### config.mk
export PLATFORM = sky130hd
export DESIGN_NAME = wager_sequencer
export DESIGN_NICKNAME = d
export VERILOG_FILES = /design/src/rtl/slot_pkg.sv /design/src/rtl/status_timer.sv /design/src/rtl/wager_sequencer.sv
export SDC_FILE = /design/constraint.sdc
export NUM_CORES = 1
export LEC_CHECK = 0
export BUFFER_PORTS_ARGS = -buffer_cell sky130_fd_sc_hd__buf_2
export CELL_PAD_IN_SITES_DETAIL_PLACEMENT = 0
export CELL_PAD_IN_SITES_GLOBAL_PLACEMENT = 1
export CORE_ASPECT_RATIO = 1.4
export CORE_MARGIN = 5
export CORE_UTILIZATION = 44
export CTS_CLUSTER_SIZE = 20
export DETAILED_ROUTE_END_ITERATION = 10
export PLACE_DENSITY = 0.77
export SYNTH_ARGS = -nofsm -noshare
export SYNTH_HDL_FRONTEND = slang
export SYNTH_SLANG_ARGS = --single-unit
### constraint.sdc
create_clock -name clk -period 4.3 [get_ports clk]
set_input_delay 0.86 -clock clk [delete_from_list [all_inputs] [get_ports clk]]
set_output_delay 0.86 -clock clk [all_outputs]
set_load 0.02 [all_outputs]
### src/rtl/slot_pkg.sv
// Shared constants for the slot-machine wager logic: balance width/limit,
// FSM state codes and the fixed credit denominations.
// Pure declarations; no timing or flow-control behaviour of its own.
package slot_pkg;

  localparam int BAL_W   = 11;
  localparam int BAL_MAX = 2047;

  // FSM state codes
  localparam logic [1:0] ST_IDLE   = 2'd0;
  localparam logic [1:0] ST_SPIN   = 2'd1;
  localparam logic [1:0] ST_STATUS = 2'd2;

  // Credit denominations
  localparam logic [BAL_W-1:0] AMT_5  = 11'd5;
  localparam logic [BAL_W-1:0] AMT_10 = 11'd10;
  localparam logic [BAL_W-1:0] AMT_20 = 11'd20;

  // Largest selected denomination wins; no selection means zero credit.
  function automatic logic [BAL_W-1:0] sel_amt(input logic b5,
                                               input logic b10,
                                               input logic b20);
    logic [BAL_W-1:0] a;
    a = '0;
    if (b20) begin
      a = AMT_20;
    end else if (b10) begin
      a = AMT_10;
    end else if (b5) begin
      a = AMT_5;
    end
    return a;
  endfunction

endpackage

### src/rtl/status_timer.sv
// Holds the status display for a fixed number of cycles after a start pulse.
// Latency: active rises the cycle after start and stays high STATUS_CYCLES cycles.
// No backpressure: a start while already active is not expected and restarts it.
module status_timer #(
  parameter int STATUS_CYCLES = 100000000
) (
  input  logic clk,
  input  logic rst,
  input  logic start,
  output logic active,
  output logic last
);

  // Counter only needs to reach STATUS_CYCLES-1; the active flop covers the rest.
  localparam int CW = (STATUS_CYCLES > 1) ? $clog2(STATUS_CYCLES) : 1;
  localparam logic [CW-1:0] LOAD = CW'(STATUS_CYCLES - 1);

  logic [CW-1:0] cnt_q, cnt_d;
  logic          active_q, active_d;

  // Load on start, count down while active, drop active when the count is spent.
  always_comb begin
    cnt_d    = cnt_q;
    active_d = active_q;
    if (start) begin
      active_d = 1'b1;
      cnt_d    = LOAD;
    end else if (active_q) begin
      if (cnt_q == '0) begin
        active_d = 1'b0;
      end else begin
        cnt_d = cnt_q - 1'b1;
      end
    end
  end

  // State registers with synchronous reset.
  always_ff @(posedge clk) begin
    if (rst) begin
      cnt_q    <= '0;
      active_q <= 1'b0;
    end else begin
      cnt_q    <= cnt_d;
      active_q <= active_d;
    end
  end

  assign active = active_q;
  // High during the final held cycle, so the owner can leave in step with active.
  assign last   = active_q && (cnt_q == '0);

endmodule

### src/rtl/wager_sequencer.sv
// Slot-machine wallet/wager FSM: credits, bets, payouts, cash-out and status hold.
// Latency: every accepted request is visible on the registered outputs one cycle later.
// Buttons are only honoured in IDLE; anything arriving while busy is silently dropped.
module wager_sequencer
  import slot_pkg::*;
#(
  parameter int STATUS_CYCLES = 100000000
) (
  input  logic             clk,
  input  logic             rst,
  input  logic             cash_out_btn,
  input  logic             add_btn,
  input  logic             gamble_btn,
  input  logic             status_btn,
  input  logic             buffer_5,
  input  logic             buffer_10,
  input  logic             buffer_20,
  input  logic             spin_done,
  input  logic [2:0]       win_mult,
  output logic [BAL_W-1:0] balance,
  output logic [BAL_W-1:0] money_invested,
  output logic             run_game,
  output logic [BAL_W-1:0] bet,
  output logic             cash_out_valid,
  output logic [BAL_W-1:0] cash_out_amt,
  output logic             show_status,
  output logic             err,
  output logic             busy
);

  localparam int SUM_W = BAL_W + 1;
  localparam int WIN_W = 14;

  logic [1:0]       state_q, state_d;
  logic [BAL_W-1:0] balance_q, balance_d;
  logic [BAL_W-1:0] invested_q, invested_d;
  logic [BAL_W-1:0] bet_q, bet_d;
  logic [BAL_W-1:0] cash_amt_q, cash_amt_d;
  logic             run_game_q, run_game_d;
  logic             cash_vld_q, cash_vld_d;
  logic             err_q, err_d;
  logic             busy_q, busy_d;

  logic             timer_start;
  logic             timer_active;
  logic             timer_last;

  logic [BAL_W-1:0] amt;
  logic [SUM_W-1:0] add_bal, add_inv;
  logic [WIN_W-1:0] win_prod, win_sum;

  // Arithmetic is one bit wider than the balance for adds and 14 bits for
  // payouts, so overflow is detected rather than wrapped.
  assign amt      = sel_amt(buffer_5, buffer_10, buffer_20);
  assign add_bal  = {1'b0, balance_q} + {1'b0, amt};
  assign add_inv  = {1'b0, invested_q} + {1'b0, amt};
  assign win_prod = WIN_W'(bet_q) * WIN_W'(win_mult);
  assign win_sum  = WIN_W'(balance_q) + win_prod;

  // Next-state and datapath decisions; requests resolved cash_out > status > add > gamble.
  always_comb begin
    state_d     = state_q;
    balance_d   = balance_q;
    invested_d  = invested_q;
    bet_d       = bet_q;
    cash_amt_d  = cash_amt_q;
    run_game_d  = run_game_q;
    cash_vld_d  = 1'b0;
    err_d       = 1'b0;
    timer_start = 1'b0;
    case (state_q)
      ST_IDLE: begin
        if (cash_out_btn) begin
          cash_amt_d = balance_q;
          cash_vld_d = 1'b1;
          balance_d  = '0;
          invested_d = '0;
        end else if (status_btn) begin
          state_d     = ST_STATUS;
          timer_start = 1'b1;
        end else if (add_btn) begin
          // An add that would overflow either register is refused as a whole.
          if ((amt == '0) || (add_bal > SUM_W'(BAL_MAX)) ||
              (add_inv > SUM_W'(BAL_MAX))) begin
            err_d = 1'b1;
          end else begin
            balance_d  = add_bal[BAL_W-1:0];
            invested_d = add_inv[BAL_W-1:0];
          end
        end else if (gamble_btn) begin
          if ((amt == '0) || (balance_q < amt)) begin
            err_d = 1'b1;
          end else begin
            balance_d  = balance_q - amt;
            bet_d      = amt;
            run_game_d = 1'b1;
            state_d    = ST_SPIN;
          end
        end
      end
      ST_SPIN: begin
        if (spin_done) begin
          // Winnings saturate at the balance ceiling instead of wrapping.
          if (win_sum > WIN_W'(BAL_MAX)) begin
            balance_d = BAL_W'(BAL_MAX);
          end else begin
            balance_d = win_sum[BAL_W-1:0];
          end
          run_game_d = 1'b0;
          state_d    = ST_IDLE;
        end
      end
      ST_STATUS: begin
        if (timer_last) begin
          state_d = ST_IDLE;
        end
      end
      default: begin
        state_d    = ST_IDLE;
        run_game_d = 1'b0;
      end
    endcase
    busy_d = (state_d != ST_IDLE);
  end

  // Register every output; reset wins over any request in the same cycle.
  always_ff @(posedge clk) begin
    if (rst) begin
      state_q    <= ST_IDLE;
      balance_q  <= '0;
      invested_q <= '0;
      bet_q      <= '0;
      cash_amt_q <= '0;
      run_game_q <= 1'b0;
      cash_vld_q <= 1'b0;
      err_q      <= 1'b0;
      busy_q     <= 1'b0;
    end else begin
      state_q    <= state_d;
      balance_q  <= balance_d;
      invested_q <= invested_d;
      bet_q      <= bet_d;
      cash_amt_q <= cash_amt_d;
      run_game_q <= run_game_d;
      cash_vld_q <= cash_vld_d;
      err_q      <= err_d;
      busy_q     <= busy_d;
    end
  end

  status_timer #(
    .STATUS_CYCLES(STATUS_CYCLES)
  ) u_status_timer (
    .clk   (clk),
    .rst   (rst),
    .start (timer_start),
    .active(timer_active),
    .last  (timer_last)
  );

  assign balance        = balance_q;
  assign money_invested = invested_q;
  assign run_game       = run_game_q;
  assign bet            = bet_q;
  assign cash_out_valid = cash_vld_q;
  assign cash_out_amt   = cash_amt_q;
  assign show_status    = timer_active;
  assign err            = err_q;
  assign busy           = busy_q;

endmodule

==> results.json, run 1 <==
{
  "outcome": "complete, no violations",
  "io_pins": 62,
  "die_height_um": 133,
  "power_switching_w": 0.000603,
  "numCtsBuffers": 9,
  "switching_share_pct": 31.6,
  "core_um2": 10700,
  "grt_pass1_wl_um": 21400,
  "p_per_area_nw_per_um2": 353,
  "clock_latency_ns": 0.33,
  "p_int_w": 0.00131,
  "cp_data_required_time_ns": 4.53,
  "seqCellArea_um2": 1420,
  "dp_hpwl_um": 9980,
  "synth_top_cell_area_share_pct": 29.9,
  "drv_cap": 0,
  "die-area_um2": 13000,
  "synth-warning-count": 0,
  "layout-drive-gt1-share_pct": 13.0,
  "ys_types": 62,
  "fin_nets": 687,
  "yosysMostFrequentCell": "dfxtp_1",
  "end_kind": "register",
  "irDropWorstVdd_mv": 0.182,
  "clk_pin_slew_ns": 0.05,
  "num_antenna_cells": 0,
  "grt_pass1_vias": 4224,
  "cts_buffer_depth": 2,
  "multi_input_area_um2": 3060,
  "synthArstFlopShare_pct": 0,
  "start_util_pct": 44.4,
  "crit_chain": "buf_2, nand2_1, fa_1, fa_1, fa_1, nor2b_1, o31ai_1, buf_4, a21oi_1, nand3_1, a21oi_1, a21oi_1, o32ai_1",
  "via_per_inst": 5.60,
  "combPwrFrac_pct": 23.4,
  "fp-row-count": 45,
  "die_x_um": 97.8,
  "fill_cells": 1083,
  "drtAntennaViolNets": 0,
  "cp.arrival_ns": 4.02,
  "clock_skew_ns": 0.00899,
  "grt_usage_pct": 20.2,
  "post_drt_wl_per_cell_um": 16.6,
  "htree_num_levels": 3,
  "pwr-share-seq_pct": 39.8,
  "crit_type": "primary input to register",
  "synth_cells": 586,
  "hold_path_class": "register to register",
  "worst_pin_slew_ns": 1.01,
  "clkSinkCount": 71,
  "finalHoldViolCount": 0,
  "p_leak_nw": 2.35,
  "slew_headroom_pct": 32.5,
  "worstSetupStartpointType": "primary input",
  "io_buffers": 55,
  "synth_edf_count": 0,
  "drc_errors": 0,
  "rsz0062_at_grt": "no",
  "grt_max_degree": 45,
  "path_buf_inv": 2,
  "synth_area_per_cell_um2": 8.10,
  "dp_cells": 765,
  "yosysTopAreaCell": "dfxtp_1",
  "synth_ff_type": "dfxtp_1",
  "first_iter_violations": 212,
  "wirelength_um": 13000,
  "drtPass1Iterations": 5,
  "ys_seq_area_share_pct": 29.9,
  "hold_buffers": 0,
  "grt-ovfl-total": 0,
  "slew_violations": 0,
  "cpPeakStageDelay_ns": 0.58,
  "slowest_stage": "fa_1",
  "fmax_ghz": 0.264,
  "finalSetupViolCount": 0,
  "cts_tree": "yes",
  "syn2layout_area_growth_pct": 14.2,
  "setup_tns_ns": 0,
  "synth.top_cells.by_count": "71 x dfxtp_1, 64 x nand2_1, 51 x a21oi_1, 51 x nor2_1, 38 x inv_1",
  "critical_path.top_delay_family": "adder cells",
  "fin_crit_ns": 3.79,
  "fin_crit_sh_pct": 88.2,
  "cts_setup_buffers": 0,
  "ctsResizeCount": 0,
  "cp_max_fo": 5,
  "vias": 4367,
  "final_cells": 780,
  "p_clk_share_pct": 36.7,
  "place.gp.congestion": 0.850,
  "synthTopCellsByArea": "dfxtp_1 30%, ha_1 7.1%, a21oi_1 5.4%, fa_1 5.1%, nand2_1 5.1%",
  "synth_area_um2": 4750,
  "clock-root-buffer": "clkbuf_16",
  "ys_seq_elements": 71,
  "antenna_found_initial": 0
}
[path summary, 6_finish.rpt]
kind | from | endpoint | slack (ns) | cells past startpoint
worst max register to register | bet[3]$_SDFFE_PP0P_ | balance[7]$_SDFFE_PP0P_ | 0.68 | 12
worst min register to register | cash_out_amt[9]$_SDFFE_PP0P_ | cash_out_amt[9]$_SDFFE_PP0P_ | 0.46 | 2
worst min-delay path | cash_out_amt[9]$_SDFFE_PP0P_ | cash_out_amt[9]$_SDFFE_PP0P_ | 0.46 | 2
worst max-delay path | win_mult[1] | balance[7]$_SDFFE_PP0P_ | 0.51 | 13
[worst reg2reg max path, cell delays in order, from the launching register on]
cell     delay, ns
dfxtp_1       0.42
nand2_1       0.15
fa_1          0.58
fa_1          0.46
fa_1          0.48
nor2b_1       0.16
o31ai_1       0.08
buf_4         0.15
a21oi_1       0.30
nand3_1       0.25
a21oi_1       0.21
a21oi_1       0.06
o32ai_1       0.22
[placed cells by master (no fill, tap or decap), types with 5 or more instances in the layout]
master and n:
nor2b_1 10, a21o_1 7, nor4_1 6, buf_2 55, conb_1 6, xor2_1 16, or4_1 6, o21a_1 5
o211ai_1 8, nand3_1 13, xnor2_1 20, o31ai_1 8, a31oi_1 8, nand2_1 64, a21oi_1 51, fa_1 12
mux2i_1 7, clkbuf_16 9, o21ai_0 18, and2_1 7, nor3_1 16, or3_1 11, a211oi_1 9, nor2_1 51
and3_1 7, inv_1 38, dfxtp_1 71, buf_4 7, ha_1 27
[flip-flops by register name, indices dropped and copies added, names as in the netlist]
signal / cells
run_game: 1
err: 1
u_status_timer.active: 1
money_invested: 11
busy: 1
u_status_timer.cnt_q: 27
state_q: 2
balance: 11
cash_out_amt: 11
cash_out_valid: 1
bet: 4
[cell type report]
class / count / share of cell area, %
Clock buffer: 13 / 4.99
Clock inverter: 2 / 0.277
Inverter: 40 / 2.77
Multi-Input combinational cell: 451 / 56.4
Sequential cell: 71 / 26.2
Tap cell: 141 / 3.26
Timing Repair Buffer: 62 / 6.05
[cells by family after synthesis]
| group | synth area share (%) |
|---|---|
| flops | 29.9 |
| buf+inv | 6.01 |
| fa+ha+maj | 12.2 |
| other cells | 0.0790 |
| simple gates | 22.9 |
| xor+xnor | 6.64 |
| mux | 1.48 |
| compound gates | 20.7 |
[power groups by stage]
stage               Combinational (W)  Sequential, W  Clock, W
finish                       0.000448       0.000762  0.000703
global route                 0.000501       0.000769  0.000752
CTS                          0.000450       0.000762  0.000717
detailed placement           0.000446       0.000776         0
global placement             0.000439       0.000775         0
floorplan                    0.000318       0.000777         0
[through the flow]
step / utilization, % / hold WS [ns] / worst slack [ns] / power (W) / area (um^2)
after floorplan: - / 0.470 / 0.578 / 0.00109 / 4760
after global placement: 48.0 / 0.448 / 0.213 / 0.00121 / 5130
after detailed placement: 48.0 / 0.451 / 0.150 / 0.00122 / 5130
after CTS: 50.7 / 0.459 / 0.506 / 0.00193 / 5420
after global routing: 50.7 / 0.482 / 0.263 / 0.00202 / 5420
final: 50.7 / 0.455 / 0.509 / 0.00191 / 5420
[metal layers]
| layer | vias to the layer above | share of wire (%) | global-route usage (%) |
|---|---|---|---|
| li1 | 2167 | - | - |
| met1 | 2082 | 43 | 25.1 |
| met2 | 101 | 51 | 35.4 |
| met3 | 17 | 3.2 | 3.38 |
| met4 | 0 | 2.1 | 6.31 |
| met5 | - | 0 | 0 |
No activity file was read; power rests on OpenSTA's default activity.
==> run 2, diff against run 1 <==
PLACE_DENSITY = 0.76   (was 0.77)
SYNTH_HIERARCHICAL = 1   (was not set)
==> results.json, run 2 <==
{
  "end_kind": "register",
  "synth_edf_count": 0,
  "fin_nets": 678,
  "core_um2": 10900,
  "synth_ff_type": "dfxtp_1",
  "synth.mux.area_fraction_pct": 0.846,
  "via_per_inst": 5.81,
  "worstSetupStartpointType": "primary input",
  "ys_seq_elements": 71,
  "p_leak_nw": 2.27,
  "wl_met2_um": 6820,
  "grt-ovfl-total": 0,
  "clock_skew_ns": 0.00858,
  "endpoint": "balance[10]$_SDFFE_PP0P_",
  "worst_pin_slew_ns": 0.984,
  "cp.arrival_ns": 3.84,
  "syn2layout_area_growth_pct": 12.8,
  "post_drt_wl_per_cell_um": 17.1,
  "clock-root-buffer": "clkbuf_16",
  "fin_util_pct": 50.7,
  "hold_buffers": 0,
  "yosysTopAreaCell": "dfxtp_1",
  "final_cell_mix": "71 x dfxtp_1, 55 x buf_2, 46 x inv_1",
  "fin_crit_ns": 3.65,
  "io_buffers": 55,
  "yosysMostFrequentCell": "dfxtp_1",
  "synthAdderAreaFrac_pct": 11.8,
  "dp_hpwl_um": 10000,
  "die-area_um2": 13300,
  "setup_tns_ns": 0,
  "grt_pass1_vias": 4309,
  "fmax_ghz": 0.274,
  "cp_max_fo": 4,
  "rsz0062_at_grt": "no",
  "fp-row-count": 45,
  "synthArstFlopShare_pct": 0,
  "m1WireLength_um": 5500,
  "r2r-end": "balance[10]$_SDFFE_PP0P_",
  "worstSetupStartpoint": "win_mult[1]",
  "p_per_area_nw_per_um2": 360,
  "synth.top_cells.by_count": "71 x dfxtp_1, 46 x inv_1, 44 x a21oi_1, 44 x nor2_1, 30 x o21ai_0",
  "slowest_stage": "fa_1",
  "cts_buffer_depth": 2,
  "hold_path_class": "register to register",
  "largest_register_ffs": 27,
  "final_common_cell": "dfxtp_1",
  "wirelength_um": 13200,
  "cts_tree": "yes",
  "clkSinkCount": 71,
  "fin_crit_sh_pct": 84.9,
  "crit_chain": "buf_2, nand2_1, fa_1, fa_1, inv_1, ha_1, a211oi_1, nor2_1, o31a_1, o21ai_0, a21oi_1, o311ai_0, o31ai_1",
  "irDropWorstVdd_mv": 0.180,
  "layout-drive-gt1-share_pct": 15.1,
  "finalHoldViolCount": 0,
  "ys_types": 74,
  "io_pins": 62,
  "r2r_slack_ns": 0.82,
  "synthTopCellsByArea": "dfxtp_1 29%, ha_1 6.9%, fa_1 4.9%, a21oi_1 4.5%, inv_1 3.5%",
  "htree_num_levels": 3,
  "yosys.area_share.simple_pct": 20.7,
  "grt_max_degree": 50,
  "die_x_um": 99.0,
  "vias": 4489,
  "synth-warning-count": 6,
  "cpPeakStageDelay_ns": 0.57,
  "slew_headroom_pct": 34.4,
  "cp_common_cell": "fa_1",
  "clock_latency_ns": 0.34,
  "numCtsBuffers": 9,
  "drv_cap": 0,
  "ff2ff_path_depth": 12,
  "outcome": "complete, no violations",
  "num_antenna_cells": 0,
  "timing.rr.start": "bet[3]$_SDFFE_PP0P_",
  "synth_area_um2": 4880,
  "synthXorXnorAreaFrac_pct": 3.23,
  "synth_cells": 582,
  "grt_usage_pct": 19.7,
  "finalSetupViolCount": 0,
  "drtAntennaViolNets": 0,
  "synth_top_family_by_area": "compound AO/OA/AOI/OAI gates",
  "ys_seq_area_share_pct": 29.1,
  "place.gp.congestion": 0.859,
  "cts_setup_buffers": 0,
  "first_iter_violations": 226,
  "drtPass1Iterations": 4,
  "route.met3.wl_um": 524,
  "synth_compound_area_share_pct": 26.9,
  "fill_cells": 1050,
  "ctsResizeCount": 0,
  "synth_area_per_cell_um2": 8.39,
  "drc_errors": 0,
  "slew_violations": 0,
  "die_height_um": 135,
  "crit_type": "primary input to register",
  "synth_top_cell_area_share_pct": 29.1,
  "antenna_found_initial": 0,
  "cp_data_required_time_ns": 4.49,
  "regMostFlops": "u_status_timer/cnt_q",
  "highest_layer": "met4",
  "grt_pass1_wl_um": 21300,
  "start_util_pct": 44.9,
  "clk_pin_slew_ns": 0.06
}
-- run 2: cell count changes after synthesis, sizes merged, moves of 7 or more --
cell    change
a21oi       -7
inv         +8
nand2b      +7
xnor2      -11
nand2      -37
o21ai      +17
a22o        +8
xor2        -7
nor2        -7
-- run 2: report_power, final --
part           total [W]  switching (W)  internal, W  leakage (nW)
registers       0.000755      0.0000565     0.000698         0.579
clock network   0.000773       0.000305     0.000468         0.145
logic           0.000453       0.000281     0.000172          1.55
-- run 2: worst min-delay path by stage --
| stage | from | end | slack, ns | cells past startpoint |
|---|---|---|---|---|
| final | run_game$_SDFFE_PP0P_ | run_game$_SDFFE_PP0P_ | 0.48 | 2 |
| after global routing | cash_out_amt[9]$_SDFFE_PP0P_ | cash_out_amt[9]$_SDFFE_PP0P_ | 0.50 | 1 |
| after CTS | run_game$_SDFFE_PP0P_ | run_game$_SDFFE_PP0P_ | 0.48 | 2 |
| after detailed placement | cash_out_amt[9]$_SDFFE_PP0P_ | cash_out_amt[9]$_SDFFE_PP0P_ | 0.46 | 1 |
| after global placement | cash_out_amt[7]$_SDFFE_PP0P_ | cash_out_amt[7]$_SDFFE_PP0P_ | 0.46 | 1 |
| after floorplan | u_status_timer/cnt_q[26]$_SDFFE_PP0P_ | u_status_timer/cnt_q[26]$_SDFFE_PP0P_ | 0.46 | 2 |
-- run 2: layout make-up --
cell class / instances / area (um^2) / area share (%)
clock buffer: 10 / 239 / 4.34
clock inverter: 6 / 67.6 / 1.23
inverter: 47 / 176 / 3.20
multi-input combinational: 438 / 3120 / 56.7
sequential: 71 / 1420 / 25.8
tap: 141 / 176 / 3.20
timing repair buffer: 59 / 305 / 5.54
-- run 2: layer usage --
layer,vias up,GRT usage (%)
met5,-,0
met4,0,7.21
met3,21,3.26
met2,106,35.4
met1,2137,23.2
li1,2225,-
-- run 2: stage by stage --
step                      hold WS (ns)  total power [W]  setup WS (ns)  std cells  cell area (um^2)
after global placement           0.458          0.00121          0.352        756              5200
after CTS                        0.476          0.00200          0.645        772              5510
after global routing             0.504          0.00207          0.415        772              5510
after detailed placement         0.465          0.00122          0.286        756              5200
final                            0.475          0.00198          0.650        772              5510
after floorplan                  0.456          0.00111          0.611        587              4900
-- run 2: critical path: cells and delay by family --
family,cells,cell delay [ns]
and+or+nand+nor,2,0.23
adders and majority gates,3,1.39
buffers and inverters,2,0.16
AOI/OAI and AO/OA,6,1.21
-- run 2: kinds of logic after synthesis --
| group | count (synthesis) |
|---|---|
| AOI/OAI and AO/OA | 186 |
| xor gates and xnor gates | 18 |
| adders and majority gates | 39 |
| buffers and inverters | 78 |
| DFF | 71 |
| muxes | 4 |
| other | 1 |
| and+or+nand+nor | 185 |
==> run 3, diff against run 2 <==
ABC_AREA = 1   (was not set)
CORE_UTILIZATION = 42   (was 44)
PLACE_DENSITY = 0.77   (was 0.76)
clock period = 3.37 ns   (was 4.3 ns; I/O delays follow)
==> results.json, run 3 <==
{
  "outcome": "complete, no violations",
  "path_buf_inv": 3,
  "drc_errors": 0,
  "cts_buffer_depth": 2,
  "grt_max_degree": 30,
  "clock_latency_ns": 0.34,
  "fin_crit_ns": 3.11,
  "clock_skew_ns": 0.00787,
  "htree_num_levels": 3,
  "largest_register_ffs": 27,
  "synth_area_per_cell_um2": 6.29,
  "drtPass1Iterations": 5,
  "yosysMostFrequentCell": "nand2_1",
  "wl_met2_um": 9250,
  "slew_headroom_pct": 37.9,
  "fp-row-count": 50,
  "grt-ovfl-total": 0,
  "setup_tns_ns": 0,
  "placed_area_um2": 6250,
  "end_kind": "register",
  "irDropWorstVdd_mv": 0.277,
  "p_per_area_nw_per_um2": 483,
  "regMostFlops": "u_status_timer/cnt_q",
  "final_common_cell": "nand2_1",
  "yosysTopAreaCell": "dfxtp_1",
  "critical_path.top_delay_family": "adder cells",
  "die-area_um2": 16200,
  "post_drt_wl_per_cell_um": 14.6,
  "synth_ff_type": "dfxtp_1",
  "cp_data_required_time_ns": 3.64,
  "cts_tree": "yes",
  "synthXorXnorAreaFrac_pct": 2.74,
  "finalSetupViolCount": 0,
  "syn2layout_area_growth_pct": 14.6,
  "io_pins": 62,
  "crit_chain": "buf_2, nand2_1, fa_1, fa_1, fa_1, inv_1, nand3_1, nand2_1, nand3_1, nand2_1, nand3_1, buf_4, nand2_1, nand2_1, nand2_1, nand3_1, a21oi_2",
  "cp_max_fo": 10,
  "route.met3.wl_um": 468,
  "synth_top_cell_area_share_pct": 24.7,
  "synth_top_family_by_area": "simple AND/OR/NAND/NOR gates",
  "crit_type": "primary input to register",
  "clk_pin_slew_ns": 0.06,
  "design_area_um2": 6600,
  "fin_nets": 1028,
  "drtAntennaViolNets": 0,
  "synthAdderAreaFrac_pct": 10.0,
  "core_um2": 13400,
  "start_util_pct": 43.0,
  "via_per_inst": 4.99,
  "m1WireLength_um": 6810,
  "layout-drive-gt1-share_pct": 14.8,
  "synth_cells": 915,
  "place.gp.congestion": 0.858,
  "slowest_stage": "fa_1",
  "finalHoldViolCount": 0,
  "antenna_found_initial": 0,
  "wirelength_um": 17000,
  "clkSinkCount": 71,
  "numCtsBuffers": 9,
  "highest_layer": "met4",
  "ys_seq_area_share_pct": 24.7,
  "multi_input_area_um2": 3630,
  "dp_hpwl_um": 13300,
  "synth_edf_count": 0,
  "cpPeakStageDelay_ns": 0.59,
  "synthTopCellsByArea": "dfxtp_1 25%, nand2_1 15%, nand3_1 8.4%, inv_1 8.3%, nor2_1 7.8%",
  "grt_usage_pct": 21.9,
  "ys_seq_elements": 71,
  "first_iter_violations": 222,
  "cp.arrival_ns": 3.37,
  "cp_common_cell": "nand2_1",
  "hold_path_class": "register to register",
  "rsz0062_at_grt": "no",
  "synth_area_um2": 5760,
  "synthArstFlopShare_pct": 0,
  "synth.mux.area_fraction_pct": 0,
  "die_height_um": 149,
  "num_antenna_cells": 0,
  "pre_cts_ws_ns": -0.0905,
  "grt_pass1_vias": 5684,
  "vias": 5807,
  "ys_types": 44,
  "grt_pass1_wl_um": 28000,
  "p_leak_nw": 3.41,
  "fin_crit_sh_pct": 92.1,
  "yosys.area_share.simple_pct": 40.5,
  "worst_pin_slew_ns": 0.931,
  "worstSetupStartpointType": "primary input",
  "worst_slack_ns": 0.265,
  "clock-root-buffer": "clkbuf_16",
  "synth_compound_area_share_pct": 9.28,
  "slew_violations": 0,
  "io_buffers": 55,
  "die_x_um": 109,
  "fmax_ghz": 0.322,
  "fill_cells": 1504,
  "drv_cap": 0,
  "seqCellArea_um2": 1420,
  "final_cell_mix": "230 x nand2_1, 128 x inv_1, 120 x nor2_1",
  "synth-warning-count": 6,
  "synth.top_cells.by_count": "230 x nand2_1, 128 x inv_1, 120 x nor2_1, 97 x nand3_1, 71 x dfxtp_1"
}
run 3: layer usage:
layer | up-vias | global-route usage, %
li1 | 3014 | -
met1 | 2661 | 24.5
met2 | 105 | 41.2
met3 | 27 | 3.08
met4 | 0 | 7.90
met5 | - | 0
run 3: what timing repair did:
action                     in CTS  in global routing
gates resized for setup         0                  1
hold buffers                    0                  0
buffers inserted                0                  0
setup endpoints to repair       0                  3
hold endpoints to repair        0                  0
run 3: final timing paths:
check                                            start                                   end  slack, ns  depth (start not counted)
hold / removal    u_status_timer/cnt_q[1]$_SDFFE_PP0P_  u_status_timer/cnt_q[1]$_SDFFE_PP0P_       0.48                          2
setup / recovery                           win_mult[1]               balance[2]$_SDFFE_PP0P_       0.26                         17
hold reg to reg   u_status_timer/cnt_q[1]$_SDFFE_PP0P_  u_status_timer/cnt_q[1]$_SDFFE_PP0P_       0.48                          2
setup reg to reg                   bet[3]$_SDFFE_PP0P_              balance[10]$_SDFFE_PP0P_       0.33                         18
run 3: layout make-up:
cell class,instances,area share [%]
Multi-Input combinational cell,678,55.0
Sequential cell,71,21.5
Inverter,136,7.81
Timing Repair Buffer,80,7.01
Tap cell,182,3.45
Clock buffer,9,3.41
Clock inverter,7,1.82
run 3: tightest hold or removal path: cells and delay by family (launching register included):
family / cells / cell delay [ns]
flip-flops: 1 / 0.31
buffers and inverters: 1 / 0.06
AO/OA/AOI/OAI: 1 / 0.06
run 3: logic make-up (layout without fill, tap and decap cells):
family | count (synthesis) | in the layout
simple gates | 518 | 518
buf+inv | 171 | 232
compound gates | 97 | 97
flops | 71 | 71
fa+ha+maj | 39 | 39
xor+xnor | 18 | 18
other cells | 1 | 6
run 3: through the flow:
| stage | hold WS [ns] | cells | power [W] | utilization [%] |
|---|---|---|---|---|
| after floorplan | 0.447 | 920 | 0.00180 | - |
| after global placement | 0.464 | 1147 | 0.00209 | 46.7 |
| after detailed placement | 0.469 | 1147 | 0.00209 | 46.7 |
| after CTS | 0.482 | 1163 | 0.00322 | 49.3 |
| after global routing | 0.499 | 1163 | 0.00341 | 49.3 |
| final | 0.477 | 1163 | 0.00319 | 49.3 |
run 3: where the power goes:
part | internal (W) | leakage, nW | switching [W] | total (W)
clock | 0.000726 | 0.166 | 0.000392 | 0.00112
combinational | 0.000355 | 2.67 | 0.000713 | 0.00107
sequential | 0.000910 | 0.581 | 0.0000919 | 0.00100
